### src/rtl/ser_pkg.sv
// ser_pkg: shared FSM state type and default word width for byte_serializer.
// PARITY exists only when SER_PARITY_EN is defined.
package ser_pkg;
   localparam int SER_WIDTH = 8;
`ifdef SER_PARITY_EN
   typedef enum logic [1:0] {IDLE, SHIFT, PARITY} ser_state_t;
`else
   typedef enum logic [0:0] {IDLE, SHIFT} ser_state_t;
`endif
endpackage

### src/rtl/byte_serializer.sv
// byte_serializer: shifts a parallel word out one bit per accepted bit-FIFO write.
// Define SER_PARITY_EN to append an even-parity bit after the data bits.
module byte_serializer
   import ser_pkg::*;
#(
   parameter int WIDTH     = SER_WIDTH,
   parameter bit MSB_FIRST = 1'b1
) (
   input  logic             clk,
   input  logic             rst,
   input  logic [WIDTH-1:0] in_data,
   input  logic             in_valid,
   output logic             in_ready,
   input  logic             full,
   output logic             wr_en,
   output logic             din,
   output logic             busy,
   output logic             word_done
);
   localparam int CW = $clog2(WIDTH + 1);
   ser_state_t state_q, state_d;
   logic [WIDTH-1:0] sr_q, sr_d;
   logic [CW-1:0] cnt_q, cnt_d;
   logic done_q, done_d;
   logic accept, xfer, last;
`ifdef SER_PARITY_EN
   logic par_q, par_d;
`endif
   assign accept = in_valid && state_q == IDLE;
   assign xfer   = state_q != IDLE && !full;
   assign last   = cnt_q == CW'(WIDTH - 1);

   always_ff @(posedge clk or posedge rst)
      if (rst) state_q <= IDLE;
      else state_q <= state_d;

   always_comb begin
      state_d = state_q;
      if (accept) state_d = SHIFT;
`ifdef SER_PARITY_EN
      else if (state_q == SHIFT && xfer && last) state_d = PARITY;
      else if (state_q == PARITY && xfer) state_d = IDLE;
`else
      else if (state_q == SHIFT && xfer && last) state_d = IDLE;
`endif
   end

   always_comb begin
      in_ready  = state_q == IDLE && !rst;
      wr_en     = state_q != IDLE;
      busy      = state_q != IDLE;
      word_done = done_q;
`ifdef SER_PARITY_EN
      din = state_q == PARITY ? par_q :
            state_q == SHIFT && (MSB_FIRST ? sr_q[WIDTH-1] : sr_q[0]);
`else
      din = state_q == SHIFT && (MSB_FIRST ? sr_q[WIDTH-1] : sr_q[0]);
`endif
   end

   // Datapath only advances on a real transfer, so back-pressure freezes everything.
   always_comb begin
      sr_d  = sr_q;
      cnt_d = cnt_q;
      if (accept) begin
         sr_d  = in_data;
         cnt_d = '0;
      end else if (state_q == SHIFT && xfer) begin
         sr_d  = MSB_FIRST ? {sr_q[WIDTH-2:0], 1'b0} : {1'b0, sr_q[WIDTH-1:1]};
         cnt_d = cnt_q + 1'b1;
      end
`ifdef SER_PARITY_EN
      par_d  = accept ? ^in_data : par_q;
      done_d = xfer && state_q == PARITY;
`else
      done_d = xfer && last;
`endif
   end

   always_ff @(posedge clk or posedge rst)
      if (rst) begin
         sr_q   <= '0;
         cnt_q  <= '0;
         done_q <= 1'b0;
`ifdef SER_PARITY_EN
         par_q  <= 1'b0;
`endif
      end else begin
         sr_q   <= sr_d;
         cnt_q  <= cnt_d;
         done_q <= done_d;
`ifdef SER_PARITY_EN
         par_q  <= par_d;
`endif
      end
endmodule

### config.mk
export PLATFORM = sky130hd
export DESIGN_NAME = byte_serializer
export DESIGN_NICKNAME = d
export VERILOG_FILES = /design/src/rtl/ser_pkg.sv /design/src/rtl/byte_serializer.sv
export SDC_FILE = /design/constraint.sdc
export NUM_CORES = 1
export LEC_CHECK = 0
export CAP_MARGIN = 20
export CORE_ASPECT_RATIO = 1.1
export CORE_MARGIN = 2
export CORE_UTILIZATION = 45
export CTS_BUF_LIST = sky130_fd_sc_hd__clkbuf_8
export DETAILED_ROUTE_END_ITERATION = 8
export GPL_ROUTABILITY_DRIVEN = 0
export GPL_TIMING_DRIVEN = 0
export PLACE_DENSITY = 0.76
export RECOVER_POWER = 100
export SLEW_MARGIN = 20
export SYNTH_ARGS = -nofsm -noshare
export SYNTH_HDL_FRONTEND = slang
export SYNTH_SLANG_ARGS = --single-unit
### constraint.sdc
create_clock -name clk -period 1.1 [get_ports clk]
set_input_delay 0.22 -clock clk [delete_from_list [all_inputs] [get_ports clk]]
set_output_delay 0.22 -clock clk [all_outputs]
set_load 0.005 [all_outputs]
==> results of run 1 <==
-- kinds of logic (layout without fill, tap and decap cells) --
kind of cell | after synthesis | in the layout | share of synthesized area
simple gates | 23 | 23 | 0.166
compound gates | 19 | 19 | 0.167
flops | 14 | 14 | 0.473
buf+inv | 9 | 41 | 0.0574
mux | 7 | 7 | 0.0963
xor+xnor | 2 | 2 | 0.0237
fa+ha+maj | 1 | 1 | 0.0169
-- state kept, by name, indices dropped and copies added, names as in the netlist --
| name | flops |
|---|---|
| sr_q | 8 |
| word_done | 1 |
| cnt_q | 4 |
| busy | 1 |
-- cell type report --
| cell class | instances | area (µm²) | area share |
|---|---|---|---|
| repair buffers | 28 | 244 | 0.211 |
| well taps | 17 | 21.3 | 0.0184 |
| clock buffers | 4 | 55.1 | 0.0475 |
| multi-input cells | 52 | 417 | 0.360 |
| plain buffers | 5 | 52.6 | 0.0454 |
| flip-flops and latches | 14 | 352 | 0.303 |
| inverters | 4 | 17.5 | 0.0151 |
-- worst max-delay path by stage --
| stage | from | endpoint | depth (start not counted) |
|---|---|---|---|
| floorplan | busy$_DFFE_PP0P_ | sr_q[7]$_DFFE_PP0P_ | 3 |
| global placement | busy$_DFFE_PP0P_ | din | 4 |
| detailed placement | busy$_DFFE_PP0P_ | din | 4 |
| CTS | busy$_DFFE_PP0P_ | in_ready | 5 |
| global route | busy$_DFFE_PP0P_ | in_ready | 5 |
| finish | busy$_DFFE_PP0P_ | in_ready | 5 |
-- critical path, stage by stage (launching register included) --
cell,delay [ps]
dfrtp_2,420
buf_6,120
buf_6,100
buf_6,110
nor2_2,70
buf_2,110
-- what timing repair did --
item	CTS	global route
setup buffers	9	4
pin swaps	8	5
setup endpoints to repair	19	15
resized for setup	38	7
-- Yosys cell counts (2+ instances only) --
cell type / number / area, µm²
nand2_1: 6 / 22.5
inv_1: 3 / 11.3
nor2_1: 5 / 18.8
buf_2: 4 / 20.0
nor2b_1: 6 / 37.5
dfrtp_1: 14 / 350
a211oi_1: 4 / 30.0
a21oi_1: 5 / 25.0
o22ai_1: 2 / 12.5
mux2i_1: 6 / 60.1
a21o_1: 3 / 22.5
o21ai_1: 3 / 15.0
-- power breakdown --
group / leakage, nW / internal [mW] / switching [mW]
combinational: 0.337 / 0.668 / 0.481
clock: 0.0288 / 0.316 / 0.176
sequential: 0.172 / 0.727 / 0.157
-- stage by stage --
stage / utilization / cell area (µm²) / instances
final: 0.744 / 1160 / 124
after CTS: 0.716 / 1110 / 121
after global placement: 0.596 / 928 / 108
after global routing: 0.744 / 1160 / 124
after floorplan: - / 747 / 75
after detailed placement: 0.596 / 928 / 108
-- routing by layer --
metal,part of all wire,wire length [µm],vias up,global-route usage
met3,0.030,53,2,0.0510
met4,0.010,18,0,0.0563
met1,0.44,776,324,0.225
met2,0.52,931,11,0.352
li1,-,-,324,-
met5,0,0,-,0
==> key figures, run 1 <==
Run status
  – Status: finished with violations
  – Failing checks: negative setup slack

Worst setup path
  – FF-to-FF path depth: 4
  – Crit path DAT: 1170 ps
  – Reg2reg start: busy$_DFFE_PP0P_
  – CP Launch Type: flop
  – Type of destination of the critical path: primary output
  – Reg2reg end: sr_q[7]$_DFFE_PP0P_
  – WP data required: 880 ps
  – Worst R2R Setup Slack: -250 ps
  – Kind of critical path: reg -> out
  – Crit path max fanout: 4

Floorplan
  – # IOs: 17
  – DIE WIDTH: 42.7 µm
  – Starting density of the core: 0.476
  – # rows: 15
  – Core footprint: 0.00156 mm²
  – Die Area: 0.00199 mm²
  – Die Y: 46.6 µm

CTS
  – H-tree depth: 1
  – Clock buffer depth: 2
  – Clk Latency, worst-skew pair: 240 ps
  – CTS tree: built
  – CTS sink cnt: 14
  – CTS buffer count: 3
  – Hold_buf cts: 0
  – CTS clk-pin slew, worst paths: 60 ps
  – Root Buffer: clkbuf_8

Global route
  – GRT overflow: 0
  – Initial antenna violation count: 0
  – Vias in the first global route: 614
  – Largest net degree at the start of global routing: 15
  – Global-route wire length before repair: 2790 µm
  – Total GRT Usage: 0.194

Flow run
  – Max cap viols: 0

Routing
  – Number of DRC markers in iteration 0: 4
  – # DRC: 0
  – Via/cell ratio: 5.33
  – Routed WL: 1780 µm
  – Antenna-violating nets left: 0
  – Wire per inst: 14.4 µm
  – Pre-antenna DRT Iters: 3
  – Via count: 661

Layout
  – Most common cell after layout, fill and taps aside: dfrtp_1
  – Area Overhead vs Synth: 56.4%
  – ANT cells: 0
  – Commonest cells after routing, fill and taps aside: dfrtp_1, buf_4, clkdlybuf4s50_1, buf_6
  – Layout cell share with drive strength beyond 1: 0.383
  – FILL cells: 107
  – Final nets: 121

Placement
  – Dpl ws: -519 ps
  – Input/output buffers: 16
  – Post-DP HPWL: 1050 µm

Timing
  – Setup Total Neg Slack: -2060 ps
  – Worst-Margin Slew: 557 ps
  – Setup WS post-layout: -295 ps
  – Fin. Hold Viols: 0
  – Pins Over Slew Limit: 0
  – Clk_skew: 0.639 ps
  – Max-slew headroom: 0.628
  – Fmax: 717 MHz
  – Worst hold slack: 386 ps
  – Setup violators final: 14
  – Period utilization: 1.27
  – Minimum clock period: 1390 ps
  – RSZ-0062 raised after global routing: yes

Yosys
  – Post-Syn Nets: 88
  – Post-synth EDFFs: 0
  – Post-synthesis cell count: 75
  – Main synth FF type: dfrtp_1
  – Post-synthesis register bit count: 14
  – Post-Syn Area per Cell: 9.88 µm²
  – Mapped Area: 741 µm²
  – Async S/R FF share, synth: 1.00
  – YS warnings: 0
  – Synth cell types: 26
  – Sequential area share after synthesis: 0.473

Pwr
  – Power Dens Cells: 2180 mW/mm²
  – Leakage: 0.539 nW
  – Power after layout: 2.53 mW
  – Maximum vdd drop: 0.00137 V

Min path
  – Worst hold path type: in -> async
No activity file was read; power rests on OpenSTA's default activity.
==> inputs of run 2 (changes only) <==
--- a/config.mk
+++ b/config.mk
@@ -15,6 +15,7 @@
 export GPL_TIMING_DRIVEN = 0
 export PLACE_DENSITY = 0.76
 export RECOVER_POWER = 100
+export REMOVE_ABC_BUFFERS = 1
 export SLEW_MARGIN = 20
 export SYNTH_ARGS = -nofsm -noshare
 export SYNTH_HDL_FRONTEND = slang
==> run 2 against run 1 <==
The run still ends with negative setup slack left. Global-route usage rose by 0.54 points. Routed wire length fell by 6.0%. Sequential power rose by 1%. First-iteration DRC count rose to 2.5 times the previous value. Fmax rose by 2.1%. Combinational power fell by 10%. Die area did not move. Register-to-register slack got worse by 20 ps. Largest cell class unchanged. Clock skew rose by 2.4 ps. Sequential cell count did not move.
==> key figures, run 2 (same netlist as run 1, synthesis figures left out) <==
CTS
  – Clock buffer depth: 2 (unchanged)
  – CTS buffer count: 3 (unchanged)
  – Root Buffer: clkbuf_8
  – CTS sink cnt: 14 (unchanged)
  – Clk Latency, worst-skew pair: 250 ps (about the same)
  – H-tree depth: 1 (unchanged)
  – CTS tree: built
  – CTS clk-pin slew, worst paths: 60 ps (about the same)

Floorplan
  – Core footprint: 0.00156 mm² (unchanged)
  – Die Area: 0.00199 mm² (unchanged)
  – # IOs: 17 (unchanged)
  – # rows: 15 (unchanged)
  – Die Y: 46.6 µm (unchanged)
  – DIE WIDTH: 42.7 µm (unchanged)
  – Starting density of the core: 0.476 (unchanged)

Layout
  – Multi-input gate area: 383 µm² (-8.1%)
  – Area Overhead vs Synth: 45.8%
  – Largest registers: sr_q: 8 flops, cnt_q: 4 flops
  – Post-Layout Inst Area: 0.00108 mm² (-6.8%)
  – Commonest cells after routing, fill and taps aside: dfrtp_1, clkdlybuf4s50_1, buf_4, nand2_1, mux2i_1
  – Post-route insts no fill: 118 (-4.8%)
  – ANT cells: 0 (unchanged)
  – FILL cells: 114 (+6.5%)
  – Layout cell share with drive strength beyond 1: 0.317 (-0.0663)
  – Register Area: 354 µm² (+0.71%)
  – Final nets: 115 (-5.0%)
  – Utilization after layout: 0.693 (-0.0506)
  – Most common cell after layout, fill and taps aside: dfrtp_1
  – Reg with most FFs: sr_q
  – Max reg flops: 8 (unchanged)

Timing
  – Setup violators final: 18 (+4)
  – Setup Total Neg Slack: -2630 ps (-567 ps)
  – Fin. Hold Viols: 0 (unchanged)
  – Fmax: 732 MHz (+2.1%)
  – Pins Over Slew Limit: 0 (unchanged)
  – Minimum clock period: 1370 ps (-28.2 ps)
  – Worst-Margin Slew: 564 ps (+7.69 ps)
  – RSZ-0062 raised after global routing: yes
  – Clk_skew: 3.08 ps (+2.44 ps)
  – Period utilization: 1.24 (-0.0257)
  – Max-slew headroom: 0.624 (-0.00472)
  – Setup WS post-layout: -266 ps (+28.2 ps)

Min path
  – Worst hold path type: in -> reg
  – Hold endpoint: cnt_q[2]$_DFFE_PP0P_
  – Hold Path Stages: 2
  – Hold Crit Start: in_valid

Flow run
  – Max cap viols: 0 (unchanged)

Pwr
  – Cell-internal power: 1.66 mW (-2.9%)
  – Sw frac: 0.316 (-0.00657)
  – Reg power frac: 0.367 (+0.017)
  – Leakage: 0.511 nW (-5.2%)
  – Maximum vdd drop: 0.00107 V (-22%)
  – Comb power frac: 0.423 (-0.032)
  – Power Dens Cells: 2250 mW/mm² (+3.2%)
  – Clock power share: 0.209 (+0.014)
  – Switching pwr: 0.768 mW (-5.8%)

Global route
  – Initial antenna violation count: 0 (unchanged)
  – Total GRT Usage: 0.199 (+0.00536)
  – Vias in the first global route: 621 (+1.1%)
  – GRT overflow: 0 (unchanged)
  – Global-route wire length before repair: 2860 µm (+2.7%)
  – Largest net degree at the start of global routing: 15 (unchanged)

Worst setup path
  – Crit path DAT: 1500 ps (+330 ps)
  – FF-to-FF path depth: 4 (unchanged)
  – Worst R2R Setup Slack: -270 ps (-20 ps)
  – CP Launch Type: flop
  – Kind of critical path: reg -> reg
  – Reg2reg start: busy$_DFFE_PP0P_
  – Crit path max fanout: 5 (+1)
  – Reg2reg end: sr_q[7]$_DFFE_PP0P_
  – Type of destination of the critical path: flop
  – WP data required: 1240 ps (+360 ps)

Run status
  – Status: finished with violations
  – Failing checks: negative setup slack

Placement
  – Dpl cell area: 895 µm² (-3.6%)
  – Dpl ws: -768 ps (-249 ps)
  – Post-DP HPWL: 954 µm (-9.3%)
  – Input/output buffers: 16 (unchanged)
  – Cell Count Post-Placement: 103 (-4.6%)

Routing
  – # DRC: 0 (unchanged)
  – Via count: 661 (unchanged)
  – Number of DRC markers in iteration 0: 10 (+6)
  – Antenna-violating nets left: 0 (unchanged)
  – Pre-antenna DRT Iters: 4 (+1)
  – Wire per inst: 14.2 µm (-1.2%)
  – Routed WL: 1670 µm (-6.0%)
  – Via/cell ratio: 5.60 (+5.1%)
-- run 2: worst max path at each step --
stage | from | end | slack, ps | depth (start not counted)
after floorplan | busy$_DFFE_PP0P_ | sr_q[7]$_DFFE_PP0P_ | -370 | 3
after global placement | in_valid | sr_q[7]$_DFFE_PP0P_ | -770 | 4
after detailed placement | in_valid | sr_q[7]$_DFFE_PP0P_ | -770 | 4
after CTS | busy$_DFFE_PP0P_ | sr_q[7]$_DFFE_PP0P_ | -250 | 4
after global routing | busy$_DFFE_PP0P_ | sr_q[7]$_DFFE_PP0P_ | -300 | 4
final | busy$_DFFE_PP0P_ | sr_q[7]$_DFFE_PP0P_ | -270 | 4
-- run 2: area by class of cell --
type / count / share of cell area
clock buffer: 4 / 0.0510
timing repair buffer: 27 / 0.233
sequential: 14 / 0.328
tap: 17 / 0.0197
multi-input combinational: 52 / 0.355
inverter: 4 / 0.0139
-- run 2: critical path, cell delays in order (launching register included) --
cell and delay [ps]:
dfrtp_4 500, buf_12 140, buf_8 120, a21o_1 180
a221o_1 310
-- run 2: through the flow --
stage | total power, mW | hold WS [ps]
after detailed placement | 1.62 | 452
after CTS | 2.38 | 358
after global routing | 2.60 | 444
after global placement | 1.59 | 447
after floorplan | 1.35 | 109
final | 2.43 | 425
-- run 2: routing by layer --
layer  global-route usage  vias up  share of wire
met5                    0        -              0
met4               0.0938        0          0.022
met3               0.0392        6          0.050
met2                0.345       24           0.50
met1                0.238      320           0.43
li1                     -      311              -
-- run 2: timing repair --
action,in CTS,in global routing
hold endpoints to repair,0,0
setup buffers,8,3
endpoints found under the setup margin,19,17
pin swaps,4,3
gates resized for setup,25,10
hold buffers,0,0
-- run 2: power groups by stage --
stage          clock (mW)  combinational [mW]  sequential, mW
6_report            0.509                1.03           0.893
5_1_grt             0.539                1.15           0.912
4_1_cts             0.518               0.972           0.889
3_5_place_dp            0               0.679           0.943
3_3_place_gp            0               0.659           0.929
2_1_floorplan           0               0.461           0.889
==> inputs of run 3 (changes only) <==
--- a/config.mk
+++ b/config.mk
@@ -12,7 +12,6 @@
 export CTS_BUF_LIST = sky130_fd_sc_hd__clkbuf_8
 export DETAILED_ROUTE_END_ITERATION = 8
 export GPL_ROUTABILITY_DRIVEN = 0
-export GPL_TIMING_DRIVEN = 0
 export PLACE_DENSITY = 0.76
 export RECOVER_POWER = 100
 export REMOVE_ABC_BUFFERS = 1
==> run 3 against run 2 <==
The flow still finishes with violations (negative setup slack). Worst setup slack got worse by 19 ps. Clock power decreased by 15%. Non-clock buffer count increased by 13. Critical endpoint unchanged.
==> key figures, run 3 (same netlist as run 1, synthesis figures left out) <==
Pwr
  – Reg power frac: 0.341 (-0.026)
  – Power Dens Cells: 2120 mW/mm² (-5.7%)
  – Maximum vdd drop: 0.00110 V (+2.8%)
  – Sw frac: 0.349 (+0.0329)
  – Switching pwr: 0.919 mW (+20%)
  – Cell-internal power: 1.72 mW (+3.2%)
  – Comb power frac: 0.494 (+0.071)
  – Leakage: 0.597 nW (+17%)
  – Clock power share: 0.165 (-0.044)

Timing
  – Pins Over Slew Limit: 0 (unchanged)
  – Max-slew headroom: 0.551 (-0.0730)
  – Worst-Margin Slew: 673 ps (+108 ps)
  – Clk_skew: 8.34 ps (+5.26 ps)
  – RSZ-0062 raised after global routing: yes
  – Fin. Hold Viols: 0 (unchanged)
  – Period utilization: 1.26 (+0.0177)
  – Setup WS post-layout: -286 ps (-19.4 ps)
  – Setup violators final: 14 (-4)
  – Minimum clock period: 1390 ps (+19.4 ps)
  – Setup Total Neg Slack: -2750 ps (-118 ps)
  – Fmax: 722 MHz (-1.4%)

Layout
  – Post-route insts no fill: 130 (+10%)
  – Commonest cells after routing, fill and taps aside: dfrtp_1, buf_4, buf_6, clkdlybuf4s50_1, mux2i_1
  – Utilization after layout: 0.797 (+0.104)
  – ANT cells: 0 (unchanged)
  – Reg with most FFs: sr_q
  – Area Overhead vs Synth: 67.6%
  – Max reg flops: 8 (unchanged)
  – Layout cell share with drive strength beyond 1: 0.407 (+0.0902)
  – Post-Layout Inst Area: 0.00124 mm² (+15%)
  – Final nets: 128 (+11%)
  – Largest registers: sr_q: 8 flops, cnt_q: 4 flops

Worst setup path
  – Reg2reg end: sr_q[7]$_DFFE_PP0P_
  – Crit path DAT: 1510 ps (about the same)
  – FF-to-FF path depth: 5 (+1)
  – Worst R2R Setup Slack: -290 ps (-20 ps)
  – Kind of critical path: reg -> reg
  – Type of destination of the critical path: flop
  – Reg2reg start: busy$_DFFE_PP0P_
  – CP Launch Type: flop
  – Crit path max fanout: 4 (-1)
  – WP data required: 1220 ps (-20 ps)

CTS
  – Hold_buf cts: 0 (unchanged)
  – CTS sink cnt: 14 (unchanged)
  – Clock buffer depth: 2 (unchanged)
  – H-tree depth: 1 (unchanged)
  – Root Buffer: clkbuf_8
  – CTS buffer count: 3 (unchanged)
  – CTS tree: built
  – Clk Latency, worst-skew pair: 250 ps (about the same)
  – CTS clk-pin slew, worst paths: 70 ps (about the same)

Routing
  – Routed WL: 2220 µm (+32%)
  – Antenna-violating nets left: 0 (unchanged)
  – Number of DRC markers in iteration 0: 23 (+13)
  – Wire per inst: 17.1 µm (+20%)
  – Pre-antenna DRT Iters: 4 (unchanged)
  – Via count: 709 (+7.3%)
  – # DRC: 0 (unchanged)
  – Via/cell ratio: 5.45 (-2.6%)

Placement
  – Input/output buffers: 16 (unchanged)
  – Dpl cell area: 0.00101 mm² (+13%)
  – Post-DP HPWL: 1140 µm (+20%)
  – Cell Count Post-Placement: 115 (+12%)

Global route
  – Global-route wire length before repair: 2970 µm (+3.8%)
  – Largest net degree at the start of global routing: 15 (unchanged)
  – GRT overflow: 0 (unchanged)
  – Vias in the first global route: 670 (+7.9%)
  – Initial antenna violation count: 0 (unchanged)
  – Total GRT Usage: 0.210 (+0.0111)

Run status
  – Status: finished with violations
  – Failing checks: negative setup slack

Floorplan
  – Starting density of the core: 0.476 (unchanged)
  – DIE WIDTH: 42.7 µm (unchanged)
  – Core footprint: 0.00156 mm² (unchanged)
  – # IOs: 17 (unchanged)
  – # rows: 15 (unchanged)
  – Die Y: 46.6 µm (unchanged)
  – Die Area: 0.00199 mm² (unchanged)

Min path
  – Worst hold path type: in -> async

Flow run
  – Max cap viols: 0 (unchanged)
-- run 3: cell type report --
cell class                      instances  area (µm²)
Multi-Input combinational cell         52         422
Timing Repair Buffer                   40         387
Sequential cell                        14         350
Fill cell                              95         317
Clock buffer                            3        41.3
Tap cell                               17        21.3
Inverter                                4        20.0
-- run 3: what timing repair did --
item | in CTS | in global routing
pin swaps | 6 | 4
endpoints found under the setup margin | 17 | 17
resized for setup | 31 | 18
setup buffers | 8 | 4
endpoints found under the hold margin | 0 | 0
-- run 3: worst max path at each step --
stage	start	endpoint	slack, ps	cells past startpoint
after floorplan	busy$_DFFE_PP0P_	sr_q[7]$_DFFE_PP0P_	-370	3
after detailed placement	full	cnt_q[3]$_DFFE_PP0P_	-360	4
final	busy$_DFFE_PP0P_	sr_q[7]$_DFFE_PP0P_	-290	5
after global routing	busy$_DFFE_PP0P_	cnt_q[2]$_DFFE_PP0P_	-320	8
after CTS	busy$_DFFE_PP0P_	sr_q[7]$_DFFE_PP0P_	-260	5
after global placement	full	cnt_q[3]$_DFFE_PP0P_	-350	4
-- run 3: critical path, cell delays in order (launching register included) --
cell     delay, ps
dfrtp_1        420
buf_6          140
buf_6          110
buf_6          110
a21o_1         180
a221o_1        310
-- run 3: layer usage --
metal / wire length, µm / up-vias / track usage
met2: 1110 / 31 / 0.361
li1: - / 336 / -
met3: 126 / 4 / 0.0353
met5: 0 / - / 0
met1: 943 / 338 / 0.254
met4: 37 / 0 / 0.113
-- run 3: power groups by stage --
stage | Combinational [mW] | Clock, mW | Sequential, mW
3_3_place_gp | 0.899 | 0 | 0.869
6_report | 1.30 | 0.434 | 0.900
5_1_grt | 1.40 | 0.448 | 0.916
2_1_floorplan | 0.461 | 0 | 0.889
4_1_cts | 1.13 | 0.423 | 0.879
3_5_place_dp | 0.929 | 0 | 0.876
-- run 3: metrics by stage --
| stage | setup slack, ps | hold WS, ps | total power, mW |
|---|---|---|---|
| after global routing | -323 | 524 | 2.77 |
| final | -286 | 473 | 2.63 |
| after global placement | -348 | 454 | 1.77 |
| after CTS | -256 | 313 | 2.43 |
| after detailed placement | -360 | 458 | 1.81 |
| after floorplan | -375 | 109 | 1.35 |
